## config.mk

```make
export PLATFORM = sky130hd
export DESIGN_NAME = caca_niquel_n
export DESIGN_NICKNAME = d
export VERILOG_FILES = /design/src/rtl/caca_niquel_n.sv
export SDC_FILE = /design/constraint.sdc
export NUM_CORES = 1
export LEC_CHECK = 0
export ABC_AREA = 1
export ABC_CLOCK_PERIOD_IN_PS = 3610
export CELL_PAD_IN_SITES_DETAIL_PLACEMENT = 0
export CELL_PAD_IN_SITES_GLOBAL_PLACEMENT = 1
export CORE_MARGIN = 1.5
export CORE_UTILIZATION = 39
export CTS_CLUSTER_DIAMETER = 100
export DETAILED_ROUTE_END_ITERATION = 6
export GPL_ROUTABILITY_DRIVEN = 0
export GPL_TIMING_DRIVEN = 0
export PLACE_DENSITY_LB_ADDON = 0.1
export SYNTH_ARGS = -nofsm -noshare
export SYNTH_HDL_FRONTEND = slang
export SYNTH_SLANG_ARGS = --single-unit
```

## constraint.sdc

```tcl
create_clock -name clk_2 -period 3.61 [get_ports clk_2]
set_clock_uncertainty 0.2 [all_clocks]
set_input_delay 0.9025 -clock clk_2 [delete_from_list [all_inputs] [get_ports clk_2]]
set_output_delay 0.9025 -clock clk_2 [all_outputs]
set_load 0.02 [all_outputs]
```

## src/rtl/caca_niquel_n.sv

```systemverilog
// Parametrised slot machine: NREELS mod-(LIMITE+1) reels, spin/stop/result FSM, saturating credit and auto-stop timeout.
// All outputs registered; start->spinning takes one edge; no backpressure, every input is sampled each edge.
module caca_niquel_n #(
  parameter int NREELS       = 3,
  parameter int NBITS_COUNT  = 4,
  parameter int INICIO       = 0,
  parameter int LIMITE       = 6,
  parameter int NBITS_CREDIT = 8,
  parameter int PRIZE        = 5,
  parameter int TIMEOUT      = 20
) (
  input  logic                          clk_2,
  input  logic                          reset,
  input  logic                          coin,
  input  logic                          start,
  input  logic [NREELS-1:0]             stop,
  output logic [NREELS*NBITS_COUNT-1:0] reels,
  output logic [NREELS-1:0]             locked,
  output logic [NBITS_CREDIT-1:0]       credit,
  output logic                          spinning,
  output logic                          win,
  output logic [1:0]                    state
);

  localparam logic [1:0] IDLE   = 2'd0;
  localparam logic [1:0] SPIN   = 2'd1;
  localparam logic [1:0] RESULT = 2'd2;

  localparam int CNTW = (TIMEOUT < 2) ? 1 : $clog2(TIMEOUT + 1);
  localparam logic [CNTW-1:0]        CNT_LAST = CNTW'(TIMEOUT - 1);
  localparam logic [NBITS_COUNT-1:0] INI      = NBITS_COUNT'(INICIO);
  localparam logic [NBITS_COUNT-1:0] LIM      = NBITS_COUNT'(LIMITE);
  localparam logic [32:0]            CMAX     = {{(33-NBITS_CREDIT){1'b0}}, {NBITS_CREDIT{1'b1}}};

  logic [NBITS_COUNT-1:0]  reel_q [NREELS];
  logic [CNTW-1:0]         spin_cnt;
  logic [NREELS-1:0]       locked_nx;
  logic                    play_ok;
  logic                    force_stop;
  logic                    match;
  logic [32:0]             credit_sum;
  logic [NBITS_CREDIT-1:0] credit_nx;

  for (genvar g = 0; g < NREELS; g++) begin : g_reels
    assign reels[g*NBITS_COUNT +: NBITS_COUNT] = reel_q[g];
  end

  assign spinning = (state == SPIN);

  always_comb begin
    match = 1'b1;
    for (int i = 1; i < NREELS; i++) begin
      if (reel_q[i] != reel_q[0]) match = 1'b0;
    end
  end

  // Debit only happens when credit+coin >= 1, so the sum never underflows.
  always_comb begin
    play_ok    = (state == IDLE) && start && ((credit != '0) || coin);
    force_stop = (spin_cnt == CNT_LAST);
    locked_nx  = locked | stop | {NREELS{force_stop}};
    credit_sum = 33'(credit) + 33'(coin)
               + (((state == RESULT) && match) ? 33'(PRIZE) : 33'd0)
               - 33'(play_ok);
    credit_nx  = (credit_sum > CMAX) ? CMAX[NBITS_CREDIT-1:0] : credit_sum[NBITS_CREDIT-1:0];
  end

  always_ff @(posedge clk_2 or negedge reset) begin
    if (!reset) begin
      state    <= IDLE;
      locked   <= '1;
      credit   <= '0;
      win      <= 1'b0;
      spin_cnt <= '0;
      for (int i = 0; i < NREELS; i++) reel_q[i] <= INI;
    end else begin
      credit <= credit_nx;
      case (state)
        IDLE: begin
          if (play_ok) begin
            state    <= SPIN;
            locked   <= '0;
            spin_cnt <= '0;
            win      <= 1'b0;
          end
        end
        SPIN: begin
          locked   <= locked_nx;
          spin_cnt <= spin_cnt + 1'b1;
          for (int i = 0; i < NREELS; i++) begin
            if (!locked_nx[i]) reel_q[i] <= (reel_q[i] == LIM) ? INI : reel_q[i] + 1'b1;
          end
          if (&locked_nx) state <= RESULT;
        end
        RESULT: begin
          win   <= match;
          state <= IDLE;
        end
        default: state <= IDLE;
      endcase
    end
  end

endmodule

```

# Word-level counts from Yosys, hierarchy flattened
# Index checks and enable logic that the tools add are counted.
[totals]
word_cells = 62
register_bits = 31
[classes]
muxes = 16
n_lt_le_gt_ge = 1
addsub = 7
n_reduce_logical = 15
n_eq_ne = 10
bitwise_logic = 5
[op_table]
columns = ["cell", "count"]
rows = [
  ["33-bit by 8-bit > comparator with 1-bit output (second input constant)", 1],
  ["4-bit by 1-bit adder with 4-bit output (second input constant)", 3],
  ["4-bit by 3-bit equality test with 1-bit output (second input constant)", 3],
  ["4-bit two-way mux", 3],
  ["2-bit AND reduction", 6],
  ["10-bit by 1-bit subtractor with 11-bit output", 1],
  ["9-bit by 3-bit adder with 10-bit output", 1],
  ["5-bit case mux with 2 select lines", 1],
  ["8-bit by 1-bit adder with 9-bit output", 1],
  ["8-bit two-way mux", 1],
  ["4-bit inequality test", 2],
  ["8-bit nonzero test", 1],
  ["3-bit two-way mux", 2],
  ["3-bit bitwise OR", 2],
  ["3-bit case mux with 2 select lines", 1],
  ["5-bit by 1-bit adder with 5-bit output (second input constant)", 1],
  ["5-bit equality test (second input constant)", 1],
  ["5-bit two-way mux", 1],
  ["2-bit two-way mux", 2],
  ["2-bit case mux with 2 select lines", 1],
  ["2-bit nonzero test", 2],
  ["1-bit logical AND", 3],
  ["1-bit two-way mux", 3],
  ["1-bit inverter", 3],
  ["other kinds (8)", 8],
]

# Longest topological paths before layout
# Gate-level depths: netlist of the first run.
[logic_depth]
depth_word = 9
ltp_mapped = 16

# Worst setup path before layout of the first run
# No wires, ideal clock.
[synth_timing]
path_kind = "input-to-reg"
start = "input coin"
end = "register credit[2]"
path_slack_ps = 413
setup_time_ps = 128
path_buffers = 0
t_required_ps = 3282
t_arrival_ps = 2869
path_stages = 15
path_cell_list = "inv_1 -> nand3_1 -> o21ai_1 -> inv_1 -> ha_1 -> fa_1 -> inv_1 -> fa_1 -> nand3_1 -> nand2_1 -> nand2_1 -> nand2_1 -> nand2_1 -> nand2_4 -> nand3_1"
[synth_via]
elab_chain_len = 5
elab_cells_between_ends = 7
[synth_lines]
columns = ["item", "line", "text"]
rows = [
  ["start: declaration", "14", "input logic coin,"],
  ["8-bit by 1-bit adder with 9-bit output or 1-bit logical OR (tied branches)", "62, 59", ""],
  ["9-bit by 3-bit adder with 10-bit output or 1-bit logical AND (tied branches)", "63, 59", ""],
  ["10-bit by 1-bit subtractor with 11-bit output *", "64", "- 33'(play_ok);"],
  ["33-bit by 8-bit > comparator with 1-bit output", "65", "credit_nx = (credit_sum > CMAX) ? CMAX[NBITS_CREDIT-1:0] : credit_sum[NBITS_CREDIT-1:0];"],
  ["8-bit two-way mux *", "65", ""],
  ["named net credit_nx[2]", "42", "logic [NBITS_CREDIT-1:0] credit_nx;"],
  ["end signal: assignment", "77", "credit <= credit_nx;"],
  ["end: declaration", "19", "output logic [NBITS_CREDIT-1:0] credit,"],
]
# Mark *: on every way through the listed nets, which the timed path passes. The rest lies on a longest branch.
# A chain may end at the register's enable or synchronous reset.

# Worst setup path in the final report of the first run
[layout_timing]
start = "input coin"
end = "register credit[3]"
# Same word-level chain as after synthesis.

==> results of run 1 <==
routing by layer:
layer	wire (um)	vias to the layer above
met3	164	9
met1	2210	793
li1	-	953
met4	79	0
met2	2050	27
met5	0	-
timing repair:
action	4_1_cts	5_1_grt
gates resized for setup	1	8
endpoints found under the setup margin	8	8
pin swaps	1	2
cloned	0	0
buffers inserted	0	2
flip-flops by register name, summed over array words and instances (netlist names):
signal,cells
credit,8
state,2
win,1
reels,12
locked,3
spin_cnt,5
stage by stage:
step | utilization (%) | total power [mW] | setup TNS [ns] | cell area, um^2 | cells
final | 51.5 | 2.63 | 0 | 2630 | 382
after global routing | 51.5 | 2.91 | 0 | 2630 | 382
after CTS | 50.8 | 2.63 | 0 | 2590 | 380
after detailed placement | 48.4 | 2.25 | -3.57 | 2470 | 372
after global placement | 48.5 | 2.25 | -3.10 | 2480 | 372
after floorplan | - | 1.75 | 0 | 2060 | 269
cells in the final DEF, fill, tap and decap left out, types with 2 or more instances in the layout:
| cell type | count |
|---|---|
| sky130_fd_sc_hd__nand4_1 | 6 |
| sky130_fd_sc_hd__inv_1 | 47 |
| sky130_fd_sc_hd__xnor2_1 | 2 |
| sky130_fd_sc_hd__nand2_1 | 62 |
| sky130_fd_sc_hd__ha_1 | 13 |
| sky130_fd_sc_hd__dfrtp_1 | 28 |
| sky130_fd_sc_hd__nor2_1 | 13 |
| sky130_fd_sc_hd__o211ai_1 | 3 |
| sky130_fd_sc_hd__o21ai_0 | 18 |
| sky130_fd_sc_hd__a21oi_1 | 13 |
| sky130_fd_sc_hd__buf_4 | 2 |
| sky130_fd_sc_hd__clkdlybuf4s50_1 | 32 |
| sky130_fd_sc_hd__nor3_1 | 2 |
| sky130_fd_sc_hd__fa_2 | 2 |
| sky130_fd_sc_hd__inv_2 | 7 |
| sky130_fd_sc_hd__clkbuf_8 | 6 |
| sky130_fd_sc_hd__dfstp_2 | 3 |
| sky130_fd_sc_hd__o21ai_1 | 4 |
| sky130_fd_sc_hd__nand4_4 | 3 |
| sky130_fd_sc_hd__xor2_1 | 5 |
| sky130_fd_sc_hd__nand3_1 | 29 |
worst max path at each step:
stage                     end  slack, ns  from  depth (start not counted)
finish              credit[3]       0.23  coin                         16
CTS                 credit[3]      0.007  coin                         16
detailed placement  credit[6]      -0.45  coin                         16
global placement    credit[6]      -0.40  coin                         16
floorplan           credit[2]       0.41  coin                         15
global route        credit[5]       0.03  coin                         16
cells in the mapped netlist:
master	count
sky130_fd_sc_hd__nand4_4	3
sky130_fd_sc_hd__nand4_2	1
sky130_fd_sc_hd__xnor2_1	2
sky130_fd_sc_hd__nor2_4	1
sky130_fd_sc_hd__dfrtp_1	28
sky130_fd_sc_hd__nand3_1	29
sky130_fd_sc_hd__nor3_1	2
sky130_fd_sc_hd__inv_1	50
sky130_fd_sc_hd__nand3_2	1
sky130_fd_sc_hd__buf_6	1
sky130_fd_sc_hd__a21oi_1	13
sky130_fd_sc_hd__o21ai_0	18
sky130_fd_sc_hd__nand4_1	6
sky130_fd_sc_hd__or2_1	1
sky130_fd_sc_hd__ha_1	13
sky130_fd_sc_hd__dfstp_2	3
sky130_fd_sc_hd__nand2_4	1
sky130_fd_sc_hd__fa_1	2
sky130_fd_sc_hd__xor2_1	5
sky130_fd_sc_hd__nor2_1	13
sky130_fd_sc_hd__inv_2	4
sky130_fd_sc_hd__nor3b_1	1
sky130_fd_sc_hd__nand2_1	63
sky130_fd_sc_hd__o21ai_1	5
sky130_fd_sc_hd__o211ai_1	3
power by group through the flow:
stage               Combinational, mW  Sequential [mW]  Clock, mW
floorplan                       0.955            0.792          0
global placement                 1.57            0.678          0
detailed placement               1.57            0.678          0
CTS                              1.58            0.670      0.373
global route                     1.82            0.696      0.394
finish                           1.59            0.669      0.365
logic make-up (layout without fill, tap and decap cells):
family	Yosys count	count (layout)
AOI/OAI and AO/OA	39	39
xor gates and xnor gates	7	7
adders and majority gates	15	15
buffers and inverters	55	98
DFF	31	31
and+or+nand+nor	122	122
layout make-up:
class | count | area share, %
multi-input combinational | 183 | 41.5
clock inverter | 2 | 1.33
buffer | 1 | 0.428
timing repair buffer | 35 | 12.9
sequential | 31 | 29.6
tap | 70 | 3.33
inverter | 54 | 7.71
clock buffer | 6 | 3.14
==> flow_metrics.py, run 1 <==
metrics = {
    "setup_path": {
        "crit_path_end_kind": "flip-flop",
        "required_ns": 3.58,
        "crit_path_max_fanout": 8,
        "r2r.worst_path.cells": 16,
        "r2r-start": "credit[7]",
        "start_kind": "input pin",
        "critPathKind": "in -> reg",
        "regToRegSetupSlack_ns": 0.60,
        "path_buf_inv": 4,
        "timing.critical_path.slowest_stage_cell": "sky130_fd_sc_hd__clkdlybuf4s50_1",
        "crit_path_cell_trace": "clkdlybuf4s50_1, inv_2, nand3_1, o21ai_4, inv_2, ha_1, fa_2, inv_2, fa_2, nand3_1, nand2_2, nand2_1, nand2_1, nand2_1, nand2_4, nand3_1",
        "arrival_ns": 3.34,
        "critical_path.top_delay_family": "adder cells",
        "worst_path_max_stage_delay_ns": 0.41,
        "worstReg2RegEnd": "credit[3]",
    },
    "detailed_routing": {
        "initialDrtViolationCount": 96,
        "detail-route-antenna-nets": 0,
        "remaining_drc_errors": 0,
        "wl_per_cell_um": 11.8,
        "routed_wirelength_um": 4510,
        "detailroute.via_count": 1782,
        "detailedRoute.firstPassIterationCount": 4,
        "post_drt_via_cell_ratio": 4.66,
    },
    "power": {
        "switching_power_total_mw": 1.23,
        "pwr_density_cell_nw_per_um2": 998,
        "sequentialPowerShare_pct": 25.5,
        "leakage_nw": 1.30,
        "pwr-share-clk_pct": 13.9,
        "peakVddDrop_uv": 398,
        "cell_internal_pwr_mw": 1.39,
        "power_switching_share_pct": 46.9,
        "power.share.combinational_pct": 60.6,
    },
    "synthesis": {
        "synthesized_area_um2": 2060,
        "yosys.area_share.adder_pct": 9.84,
        "postSynthRegisterBits": 31,
        "post_synth_and_or_nand_nor_area_fraction_pct": 29.1,
        "synthDominantCellAreaShare_pct": 34.0,
        "yosys-top-cells-area": "sky130_fd_sc_hd__dfrtp_1 (34%), sky130_fd_sc_hd__nand2_1 (11%), sky130_fd_sc_hd__inv_1 (9.1%)",
        "synth.area.mux_share_pct": 0,
        "synth_top_family_by_area": "simple AND/OR/NAND/NOR gates",
        "post_synth_xor_area_fraction_pct": 2.98,
        "postSynthNetCount": 291,
        "synth.avg_cell_area_um2": 7.66,
        "post_synth_inst_count": 269,
        "yosysWarningCount": 0,
        "post-synth-top-area-cell": "sky130_fd_sc_hd__dfrtp_1",
        "yosysUniqueCellTypes": 25,
        "synth_seq_area_share_pct": 37.8,
        "synth-compound-area-share_pct": 9.84,
    },
    "min_path": {
        "worst_hold_startpoint": "spin_cnt[0]",
        "min_path_type": "reg -> reg",
        "worst_hold_path.endpoint": "spin_cnt[0]",
        "min_delay_path_depth": 1,
    },
    "clock_tree": {
        "holdBufCountCts": 0,
        "clk_pin_slew_ns": 0.07,
        "cts_buffer_depth": 2,
        "cts.htree.levels": 2,
        "clock_insertion_delay_worst_skew_ns": 0.29,
        "tritoncts.num_buffers": 5,
        "clock_sink_count": 31,
        "ctsRootBufferMaster": "sky130_fd_sc_hd__clkbuf_8",
        "tritoncts": "done",
    },
    "global_routing": {
        "first_pass_grt_wire_length_um": 7620,
        "grt_busiest_layer": "met2",
        "grt_remaining_overflow": 0,
        "via_count_of_the_first_global_routing_pass": 1606,
        "gr-usage-met1_pct": 24.3,
        "track_usage_pct": 17.9,
        "grt_util_met2_pct": 27.6,
        "grt_antenna_before_repair": 0,
        "largest_net_degree_at_the_start_of_global_routing": 32,
        "global_route.usage.met3_pct": 4.37,
    },
    "finish": {
        "area_growth_syn_to_layout_pct": 27.6,
        "number_of_filler_cells_placed_in_the_layout": 529,
        "layout.nets": 333,
        "antennaDiodeCount": 0,
        "multiInputGateArea_um2": 1090,
        "share_of_final_layout_standard_cells_stronger_than_drive_strength_1_pct": 10.9,
        "sequential_cell_area_um2": 779,
    },
    "die": {
        "core.rowCount": 26,
        "die_w_um": 75.7,
        "io_pins": 34,
        "dieArea_um2": 5730,
        "initial_core_util_pct": 40.3,
        "core_area_um2": 5110,
        "die_height_um": 75.7,
    },
    "timing": {
        "setup_slack_ns": 0.234,
        "grt_setup_unrepaired": "false",
        "whs_ns": 0.302,
        "min_period_ns": 3.38,
        "finalCritPeriodShare_pct": 93.5,
        "setup-violations-final": 0,
        "worst-slew-pin-transition_ns": 0.698,
        "drv_slew": 0,
        "fmax_ghz": 0.296,
        "worst_slew_margin_rel_pct": 53.4,
        "report.final.hold_viol_count": 0,
    },
    "placement": {
        "port_buffers": 33,
        "dp_hpwl_um": 3460,
        "placement.setup.worst_slack_ns": -0.453,
    },
    "job": {
        "drv.max_cap_violation_count": 0,
    },
    "outcome": {
        "run_status": "complete, no violations",
    },
}
Note: power is estimated with default switching activity, not from simulation.
==> run 2: changes to the inputs <==
Settings changed: CORE_MARGIN 1.5 to not set.
==> run 2 against run 1 <==
  * Final cell count down 0.26%
  * Register-to-register slack worse by 0.04 ns
  * Global-route usage up 0.15 points
  * Core utilization down 0.69 points
  * Die area down 2.6%
  * Final area down 1.3%
  * Critical path depth unchanged
  * Flip-flop and latch count unchanged
  * Non-clock buffer count down 1
  * Clock-buffer cell count up 2
==> flow_metrics.py, run 2 (synthesis gave the netlist of run 1 again) <==
metrics = {
    "detailed_routing": {
        "wl_per_cell_um": 12.0,
        "remaining_drc_errors": 0,
        "detail-route-antenna-nets": 0,
        "post_drt_via_cell_ratio": 4.76,
        "detailroute.via_count": 1812,
        "detailedRoute.firstPassIterationCount": 4,
        "routed_wirelength_um": 4570,
        "initialDrtViolationCount": 112,
    },
    "timing": {
        "grt_setup_unrepaired": "false",
        "worst_slew_margin_rel_pct": 52.9,
        "setup-violations-final": 0,
        "report.final.hold_viol_count": 0,
        "drv_slew": 0,
        "finalCritPeriodShare_pct": 94.3,
        "worst-slew-pin-transition_ns": 0.706,
        "whs_ns": 0.299,
        "timing.setup.tns_ns": 0,
        "min_period_ns": 3.40,
        "fmax_ghz": 0.294,
    },
    "setup_path": {
        "worst_path_max_stage_delay_ns": 0.40,
        "critical_path.top_delay_family": "adder cells",
        "crit_path_cell_trace": "clkdlybuf4s50_1, inv_1, nand3_1, o21ai_2, inv_1, ha_1, fa_1, inv_2, fa_2, nand3_1, nand2_2, nand2_1, nand2_1, nand2_1, nand2_4, nand3_1",
        "required_ns": 3.57,
        "crit_path_max_fanout": 8,
        "arrival_ns": 3.36,
        "start_kind": "input pin",
        "timing.critical_path.slowest_stage_cell": "sky130_fd_sc_hd__clkdlybuf4s50_1",
        "critPathKind": "in -> reg",
        "path_buf_inv": 4,
        "crit_path_end_kind": "flip-flop",
    },
    "die": {
        "die_w_um": 74.7,
        "io_pins": 34,
        "initial_core_util_pct": 40.3,
        "core.rowCount": 26,
        "dieArea_um2": 5580,
        "core_area_um2": 5110,
        "die_height_um": 74.7,
    },
    "job": {
        "drv.max_cap_violation_count": 0,
    },
    "finish": {
        "largest_register_ff_count": 12,
        "fin_cells": 381,
        "layout.cells.most_common_list": "sky130_fd_sc_hd__nand2_1 (62), sky130_fd_sc_hd__inv_1 (49), sky130_fd_sc_hd__clkdlybuf4s50_1 (32)",
        "antennaDiodeCount": 0,
        "layout.nets": 332,
        "area_growth_syn_to_layout_pct": 25.9,
        "share_of_final_layout_standard_cells_stronger_than_drive_strength_1_pct": 9.32,
        "finish.utilization_pct": 50.8,
        "leading_cell_type_in_the_layout_fill_and_taps_excluded": "sky130_fd_sc_hd__nand2_1",
    },
    "global_routing": {
        "largest_net_degree_at_the_start_of_global_routing": 32,
        "first_pass_grt_wire_length_um": 7510,
        "track_usage_pct": 18.0,
        "grt_antenna_before_repair": 0,
        "via_count_of_the_first_global_routing_pass": 1652,
        "grt_remaining_overflow": 0,
    },
    "power": {
        "pwr_density_cell_nw_per_um2": 989,
        "peakVddDrop_uv": 430,
        "cell_internal_pwr_mw": 1.34,
        "power.share.combinational_pct": 61.7,
        "pwr-share-clk_pct": 12.0,
        "power_mw": 2.57,
        "power_switching_share_pct": 47.8,
        "sequentialPowerShare_pct": 26.2,
        "leakage_nw": 1.29,
        "switching_power_total_mw": 1.23,
    },
    "clock_tree": {
        "clock_sink_count": 31,
        "clock_insertion_delay_worst_skew_ns": 0.28,
        "holdBufCountCts": 0,
        "cts_buffer_depth": 2,
        "clk_pin_slew_ns": 0.07,
        "cts.htree.levels": 2,
        "ctsRootBufferMaster": "sky130_fd_sc_hd__clkbuf_8",
        "tritoncts.num_buffers": 5,
        "tritoncts": "done",
    },
    "placement": {
        "port_buffers": 33,
        "dp_hpwl_um": 3500,
        "numPlacedInstances": 372,
    },
    "min_path": {
        "min_path_type": "reg -> reg",
    },
    "outcome": {
        "run_status": "complete, no violations",
    },
}
## run 2: cell types whose count changed in the layout (fill, tap and decap cells not counted), sizes merged
cell,previous run,this run
buf,4,3
bufinv,1,0
clkbuf,6,8
clkinv,1,0
## run 2: worst paths after layout
path                                to  cells after the start  slack [ns]   startpoint
min                        spin_cnt[0]                      1        0.30  spin_cnt[0]
min reg2reg                spin_cnt[0]                      1        0.30  spin_cnt[0]
max reg2reg                  credit[6]                     16        0.56    credit[7]
min in group asynchronous  spin_cnt[2]                      1        0.46        reset
max                          credit[6]                     16        0.21         coin
max in group asynchronous    credit[3]                      1        2.29        reset
## run 2: worst register-to-register path: cells and delay by family (launching register included)
kind	cells	cell delay [ns]
buf+inv	3	0.32
compound gates	1	0.17
simple gates	8	0.76
flops	1	0.39
fa+ha+maj	4	1.08
## run 2: power groups by stage
stage / registers, mW / clock network [mW] / logic [mW]
floorplan: 0.792 / 0 / 0.955
global placement: 0.679 / 0 / 1.57
detailed placement: 0.679 / 0 / 1.58
CTS: 0.673 / 0.315 / 1.60
global route: 0.693 / 0.326 / 1.81
finish: 0.673 / 0.309 / 1.58
## run 2: metal layers
| layer | part of all wire, % | GRT usage (%) | vias to the layer above |
|---|---|---|---|
| li1 | - | - | 951 |
| met1 | 49 | 23.6 | 827 |
| met2 | 47 | 30.0 | 28 |
| met3 | 3.0 | 4.02 | 6 |
| met4 | 1.2 | 5.03 | 0 |
| met5 | 0 | 0 | - |
## run 2: cell type report
class	count	area, um^2
flip-flops and latches	31	779
repair buffers	34	333
clock buffers	8	100
fillers	511	2510
multi-input cells	183	1080
plain buffers	1	11.3
inverters	54	203
well taps	70	87.6
## run 2: what timing repair did
action,CTS,global route
setup endpoints to repair,8,8
pin swaps,1,0
setup buffers,1,0
resized for setup,1,4
## run 2: through the flow
stage	setup slack, ns	instance area [um^2]
floorplan	0.413	2060
global placement	-0.387	2480
detailed placement	-0.454	2470
CTS	0.101	2580
global route	0.0344	2590
finish	0.206	2590
==> run 3: changes to the inputs <==
Settings changed: CORE_MARGIN set to 1.5.
==> results of run 3 <==
Final layout, timing and power as in run 1 (identical DEF).
